## src/rtl/txfifo_wr_arbiter.sv

```systemverilog
// Frame-atomic arbiter granting the TX FIFO write port to the linux or tc requester.
// Optional build macro TXARB_TC_PRIORITY_EN: tc wins every idle tie instead of round-robin.
module txfifo_wr_arbiter #(
    parameter int DATA_WIDTH = 32,
    parameter int MAX_WORDS  = 512
) (
    input  logic                  clk,
    input  logic                  reset,
    input  logic                  txfifo_full,
    input  logic                  txfifo_overflow,
    output logic                  txfifo_wr_en,
    output logic [DATA_WIDTH-1:0] txfifo_dwrite,
    input  logic                  linux_req,
    input  logic [DATA_WIDTH-1:0] linux_data,
    input  logic                  linux_last,
    input  logic                  tc_req,
    input  logic [DATA_WIDTH-1:0] tc_data,
    input  logic                  tc_last,
    output logic                  linux_grant,
    output logic                  tc_grant,
    output logic                  linux_ack,
    output logic                  tc_ack,
    output logic                  frame_done,
    output logic                  frame_src,
    output logic [15:0]           word_count,
    output logic                  err_overflow,
    output logic                  err_burst
);

    localparam logic [15:0] MAX_W = 16'(MAX_WORDS);

    typedef enum logic [2:0] {IDLE, GNT_LINUX, GNT_TC, ACK_GAP, DONE} state_t;

    state_t                state_q, state_d;
    logic                  src_q, src_d;
    logic                  served_q, served_d;
    logic                  lastw_q, lastw_d;
    logic                  wr_en_q, wr_en_d;
    logic [DATA_WIDTH-1:0] dwrite_q, dwrite_d;
    logic                  gnt_l_q, gnt_l_d;
    logic                  gnt_t_q, gnt_t_d;
    logic                  ack_l_q, ack_l_d;
    logic                  ack_t_q, ack_t_d;
    logic                  done_q, done_d;
    logic                  fsrc_q, fsrc_d;
    logic [15:0]           cnt_q, cnt_d;
    logic                  eovf_q, eovf_d;
    logic                  eburst_q, eburst_d;
    logic                  tie_tc;
    logic                  sel_tc;

`ifdef TXARB_TC_PRIORITY_EN
    assign tie_tc = 1'b1;
`else
    // served_q: 0 = linux served last, so tc takes the tie
    assign tie_tc = ~served_q;
`endif
    assign sel_tc = tc_req & (~linux_req | tie_tc);

    always_comb begin
        state_d  = state_q;
        src_d    = src_q;
        served_d = served_q;
        lastw_d  = lastw_q;
        wr_en_d  = 1'b0;
        dwrite_d = dwrite_q;
        gnt_l_d  = gnt_l_q;
        gnt_t_d  = gnt_t_q;
        ack_l_d  = 1'b0;
        ack_t_d  = 1'b0;
        done_d   = 1'b0;
        fsrc_d   = fsrc_q;
        cnt_d    = cnt_q;
        eovf_d   = eovf_q | txfifo_overflow;
        eburst_d = eburst_q;
        case (state_q)
            IDLE: begin
                if (linux_req || tc_req) begin
                    src_d   = sel_tc;
                    gnt_t_d = sel_tc;
                    gnt_l_d = ~sel_tc;
                    state_d = sel_tc ? GNT_TC : GNT_LINUX;
                end
            end
            GNT_LINUX: begin
                if (linux_req && !txfifo_full) begin
                    wr_en_d  = 1'b1;
                    dwrite_d = linux_data;
                    ack_l_d  = 1'b1;
                    lastw_d  = linux_last;
                    if (cnt_q < MAX_W) cnt_d = cnt_q + 16'd1;
                    state_d  = ACK_GAP;
                end
            end
            GNT_TC: begin
                if (tc_req && !txfifo_full) begin
                    wr_en_d  = 1'b1;
                    dwrite_d = tc_data;
                    ack_t_d  = 1'b1;
                    lastw_d  = tc_last;
                    if (cnt_q < MAX_W) cnt_d = cnt_q + 16'd1;
                    state_d  = ACK_GAP;
                end
            end
            ACK_GAP: begin
                if (lastw_q) begin
                    state_d = DONE;
                end else if (cnt_q >= MAX_W) begin
                    // Runaway frame: close it without last and flag it
                    state_d  = DONE;
                    eburst_d = 1'b1;
                end else begin
                    state_d = src_q ? GNT_TC : GNT_LINUX;
                end
            end
            DONE: begin
                done_d   = 1'b1;
                fsrc_d   = src_q;
                served_d = src_q;
                gnt_l_d  = 1'b0;
                gnt_t_d  = 1'b0;
                cnt_d    = 16'd0;
                state_d  = IDLE;
            end
            default: state_d = IDLE;
        endcase
    end

    always_ff @(posedge clk) begin
        if (reset) begin
            state_q  <= IDLE;
            src_q    <= 1'b0;
            served_q <= 1'b0;
            lastw_q  <= 1'b0;
            wr_en_q  <= 1'b0;
            dwrite_q <= '0;
            gnt_l_q  <= 1'b0;
            gnt_t_q  <= 1'b0;
            ack_l_q  <= 1'b0;
            ack_t_q  <= 1'b0;
            done_q   <= 1'b0;
            fsrc_q   <= 1'b0;
            cnt_q    <= 16'd0;
            eovf_q   <= 1'b0;
            eburst_q <= 1'b0;
        end else begin
            state_q  <= state_d;
            src_q    <= src_d;
            served_q <= served_d;
            lastw_q  <= lastw_d;
            wr_en_q  <= wr_en_d;
            dwrite_q <= dwrite_d;
            gnt_l_q  <= gnt_l_d;
            gnt_t_q  <= gnt_t_d;
            ack_l_q  <= ack_l_d;
            ack_t_q  <= ack_t_d;
            done_q   <= done_d;
            fsrc_q   <= fsrc_d;
            cnt_q    <= cnt_d;
            eovf_q   <= eovf_d;
            eburst_q <= eburst_d;
        end
    end

    assign txfifo_wr_en  = wr_en_q;
    assign txfifo_dwrite = dwrite_q;
    assign linux_grant   = gnt_l_q;
    assign tc_grant      = gnt_t_q;
    assign linux_ack     = ack_l_q;
    assign tc_ack        = ack_t_q;
    assign frame_done    = done_q;
    assign frame_src     = fsrc_q;
    assign word_count    = cnt_q;
    assign err_overflow  = eovf_q;
    assign err_burst     = eburst_q;

endmodule

```

## config.mk

```make
export PLATFORM = sky130hd
export DESIGN_NAME = txfifo_wr_arbiter
export DESIGN_NICKNAME = d
export VERILOG_FILES = /design/src/rtl/txfifo_wr_arbiter.sv
export SDC_FILE = /design/constraint.sdc
export NUM_CORES = 1
export LEC_CHECK = 0
export BUFFER_PORTS_ARGS = -buffer_cell sky130_fd_sc_hd__buf_4
export CORE_MARGIN = 1.5
export CORE_UTILIZATION = 50
export DETAILED_ROUTE_END_ITERATION = 12
export GPL_ROUTABILITY_DRIVEN = 0
export PLACE_DENSITY_LB_ADDON = 0.2
export SLEW_MARGIN = 40
export SYNTH_ARGS = -nofsm -noshare
export SYNTH_HDL_FRONTEND = slang
export SYNTH_SLANG_ARGS = --single-unit
export TNS_END_PERCENT = 1
```

## constraint.sdc

```tcl
create_clock -name clk -period 3.4 [get_ports clk]
set_clock_uncertainty 0.2 [all_clocks]
set_input_delay 0.17 -clock clk [delete_from_list [all_inputs] [get_ports clk]]
set_output_delay 0.17 -clock clk [all_outputs]
set_load 0.02 [all_outputs]
```

==> summary.md <==
| Metric | Value |
|---|---|
| Critical Path, Cell by Cell | `nor3b_2 > buf_4 > mux2i_1 > dlygate4sd3_1 > a211oi_1` |
| Kind of critical path | `reg -> reg` |
| Postcts setup bufs | `0` |
| Worst-path clk slew | `roughly 0.070 ns` |
| Crit path arrival time | `2.64 ns` |
| Setup TNS | `0 ns` |
| Slowest cell on crit path | `dlygate4sd3_1` |
| Synth async-reset ratio | `0%` |
| Clock tree buffer depth | `2` |
| Starting Density | `52.5%` |
| Clk root buf | `clkbuf_8` |
| N_diodes | `0` |
| WP buf/inv | `2` |
| Fin. Hold Viols | `0` |
| H-tree levels | `3` |
| Worst setup EP type | `flip-flop` |
| Drt wl/cell | `15.8 µm` |
| Hold Crit Endpoint | `txfifo_dwrite[28]` |
| Via count | `2,846` |
| Crit share post-route | `around three quarters` |
| Sequential fraction of the synthesis area | `between 40% and 50%` |
| Initial DRC count | `173` |
| Endpoints failing setup | `0` |
| Max incr delay on CP | `about 0.60 ns` |
| Slew headroom | `58.1%` |
| Die Wd | `77.0 µm` |
| Fin crit period | `2.60 ns` |
| Clock Latency Late Sink | `0.34 ns` |
| DR DRC count | `0` |
| Syn nets | `between 300 and 400` |
| Core footprint | `5200 µm²` |
| Area of the die | `between 5000 and 6000 µm²` |
| Post-DP HPWL | `4740 µm` |
| Initial antenna violation count | `0` |
| Worst Hold Margin | `0.00543 ns` |
| Row count | `26` |
| Worst-margin pin slew | `0.629 ns` |
| Leakage | `between 1.5 and 2 nW` |
| Reg2reg setup slack | `approximately 0.80 ns` |
| CP startpoint kind | `flip-flop` |
| Synth warn | `0` |
| Number of global-route vias before repair | `2,835` |
| GR Util met2 | `48.4%` |
| Clk sinks | `just over 60` |
| Max Slew Vio Count | `0` |
| DIE HEIGHT | `~77 µm` |
| Peak supply drop | `0.000409 V` |
| Area Growth Syn to Fin | `56.9%` |
| Reg-to-reg endpoint | `txfifo_dwrite[12]` |
| Kind of cell adding the most delay to the critical path | `buffers and inverters` |
| Largest area contributor in the netlist | `dfxtp_1` |
| RSZ-0062 raised after global routing | `no` |
| Port bufs | `128` |
| Fraction of layout cells with a size suffix above 1 | `33.0%` |
| Post-synth EDFFs | `0` |
| DRT Pass-1 Iters | `5` |
| Gr ovfl total | `0` |
| GRT Resource Usage Total | `29.0%` |
| Max frequency | `385 MHz` |
| Syn_area_per_cell | `9.33 µm²` |
| First-pass GRT wire length | `13,500 µm` |
| Status | `finished, final reports clean` |
| Distinct cells, synth | `39` |
| ANT nets after route | `0` |
| CTS tree | `built` |
| Synth top area share | `45.4%` |
| CP max FO | `35` |
| I/O Pins | `129` |
| Largest net degree at the start of global routing | `46` |
| Pwr dens | `614 nW/µm²` |
| Nets | `529` |
| DRT Wirelength | `8380 µm` |
| R2R depth | `5` |
| Filler instances | `300` |
| FF+latch count, synth | `62` |
| Largest cells by area after synthesis | `dfxtp_1 (45%), mux2i_1 (12%), a211oi_1 (9.1%)` |
| Mapped cell area | `2740 µm²` |
| Inserted Clock Buffers | `9` |
| Vias per cell | `5.37` |
| Gr busiest metal | `met2` |
| Mapped Cells | `293` |
| Worst hold start | `linux_data[28]` |
| Global Route met1 Usage | `34.1%` |
| Final Cell Area | `between 4000 and 5000 µm²` |
| GR Util met3 | `8.21%` |
| Worst hold path cell count | `3` |
| MaxCap Viol Count | `0` |
| Worst min path class | `in -> reg` |
| R2R Path Start | `state_q[1]` |
| Most common flop cell mapped by yosys | `dfxtp_1` |
| Placed Area | `3670 µm²` |
| CP required | `3.44 ns` |
placed cells by master (no fill, tap or decap), types with 2 or more instances in the layout:
master / synthesis / layout
buf_4: 1 / 131
dfxtp_1: 62 / 62
nor2_1: 45 / 45
dlygate4sd3_1: 0 / 41
mux2i_1: 33 / 33
a211oi_1: 33 / 33
nand2_1: 17 / 17
a21oi_1: 13 / 13
clkbuf_8: 0 / 11
and2_1: 7 / 7
inv_1: 6 / 6
o21ai_0: 6 / 6
nand3_1: 5 / 5
o31ai_1: 5 / 5
or4_1: 5 / 5
nor3_1: 3 / 3
nand2b_1: 3 / 3
o21a_1: 4 / 3
clkinv_2: 0 / 3
and3b_1: 2 / 2
nor4_1: 2 / 2
nor2b_1: 2 / 2
ha_1: 2 / 2
routing by layer:
metal,vias up,share of wire [%]
li1,1375,-
met1,1336,41
met2,115,49
met3,20,7.1
met4,0,2.5
met5,-,0
Yosys cell counts, types with 2 or more instances:
| cell type | number |
|---|---|
| and3b_1 | 2 |
| nand2b_1 | 3 |
| or4_1 | 5 |
| buf_2 | 8 |
| clkbuf_1 | 6 |
| dfxtp_1 | 62 |
| nor2b_1 | 2 |
| o21ai_0 | 6 |
| nand3_1 | 5 |
| nor2_1 | 45 |
| a211oi_1 | 33 |
| a21oi_1 | 13 |
| nor3_1 | 3 |
| buf_6 | 6 |
| nor4_1 | 2 |
| ha_1 | 2 |
| mux2i_1 | 33 |
| nand2_1 | 17 |
| o21a_1 | 4 |
| inv_1 | 6 |
| o31ai_1 | 5 |
| and2_1 | 7 |
| nor3b_1 | 2 |
registers in the layout, summed over array words and instances, names as in the netlist:
register,count
frame_src,1
txfifo_dwrite,32
txfifo_wr_en,1
word_count,16
linux_ack,1
linux_grant,1
lastw_q,1
err_burst,1
src_q,1
tc_ack,1
err_overflow,1
state_q,3
tc_grant,1
frame_done,1
layout make-up:
cell class	instances	area [µm²]	share of cell area (%)
clock buffer	12	155	3.62
clock inverter	4	45.0	1.05
inverter	6	22.5	0.525
multi-input combinational	204	1350	31.4
sequential	62	1240	28.9
tap	70	87.6	2.04
timing repair buffer	172	1390	32.5
cell families (layout without fill, tap and decap cells):
group	count (synthesis)	after routing	synth area share, %
adders and majority gates	2	2	0.915
DFF	62	62	45.4
buffers and inverters	27	194	5.86
AOI/OAI and AO/OA	68	68	17.3
and+or+nand+nor	100	100	18.2
muxes	33	33	12.1
xor gates and xnor gates	1	1	0.320
how the worst max path moves through the flow:
| stage | from | to | slack [ns] | cells after the start |
|---|---|---|---|---|
| 3_3_place_gp | state_q[0] | txfifo_dwrite[24] | 1.24 | 5 |
| 2_1_floorplan | word_count[12] | word_count[6] | 1.62 | 5 |
| 5_1_grt | state_q[1] | txfifo_dwrite[0] | 0.70 | 5 |
| 3_5_place_dp | state_q[1] | txfifo_dwrite[22] | 1.13 | 5 |
| 4_1_cts | state_q[1] | txfifo_dwrite[2] | 0.92 | 5 |
| 6_report | state_q[1] | txfifo_dwrite[12] | 0.80 | 5 |
through the flow:
step | util, % | setup WS (ns) | instances | power, mW
CTS | 81.9 | 0.916 | 528 | 2.57
global placement | 70.6 | 1.24 | 473 | 1.82
global route | 82.5 | 0.699 | 530 | 2.77
floorplan | - | 1.62 | 293 | 1.59
finish | 82.5 | 0.799 | 530 | 2.64
detailed placement | 70.6 | 1.13 | 473 | 1.84
worst reg2reg max path, delay by kind of cell, from the launching register on:
kind | cells | cell delay, ns
compound gates | 1 | 0.28
buf+inv | 2 | 1.10
flops | 1 | 0.49
mux | 1 | 0.21
simple gates | 1 | 0.25
report_power, final:
part | switching [mW] | total [mW] | leakage, nW | internal [mW]
combinational | 0.556 | 1.05 | 1.20 | 0.498
sequential | 0.0949 | 0.933 | 0.505 | 0.838
clock | 0.275 | 0.650 | 0.106 | 0.375
total | 0.925 | 2.64 | 1.81 | 1.71
what timing repair did:
item                      in CTS  in global routing
hold endpoints to repair      25                  1
hold buffers                  39                  2
resized for setup              0                  0
Note: power is estimated with default switching activity, not from simulation.
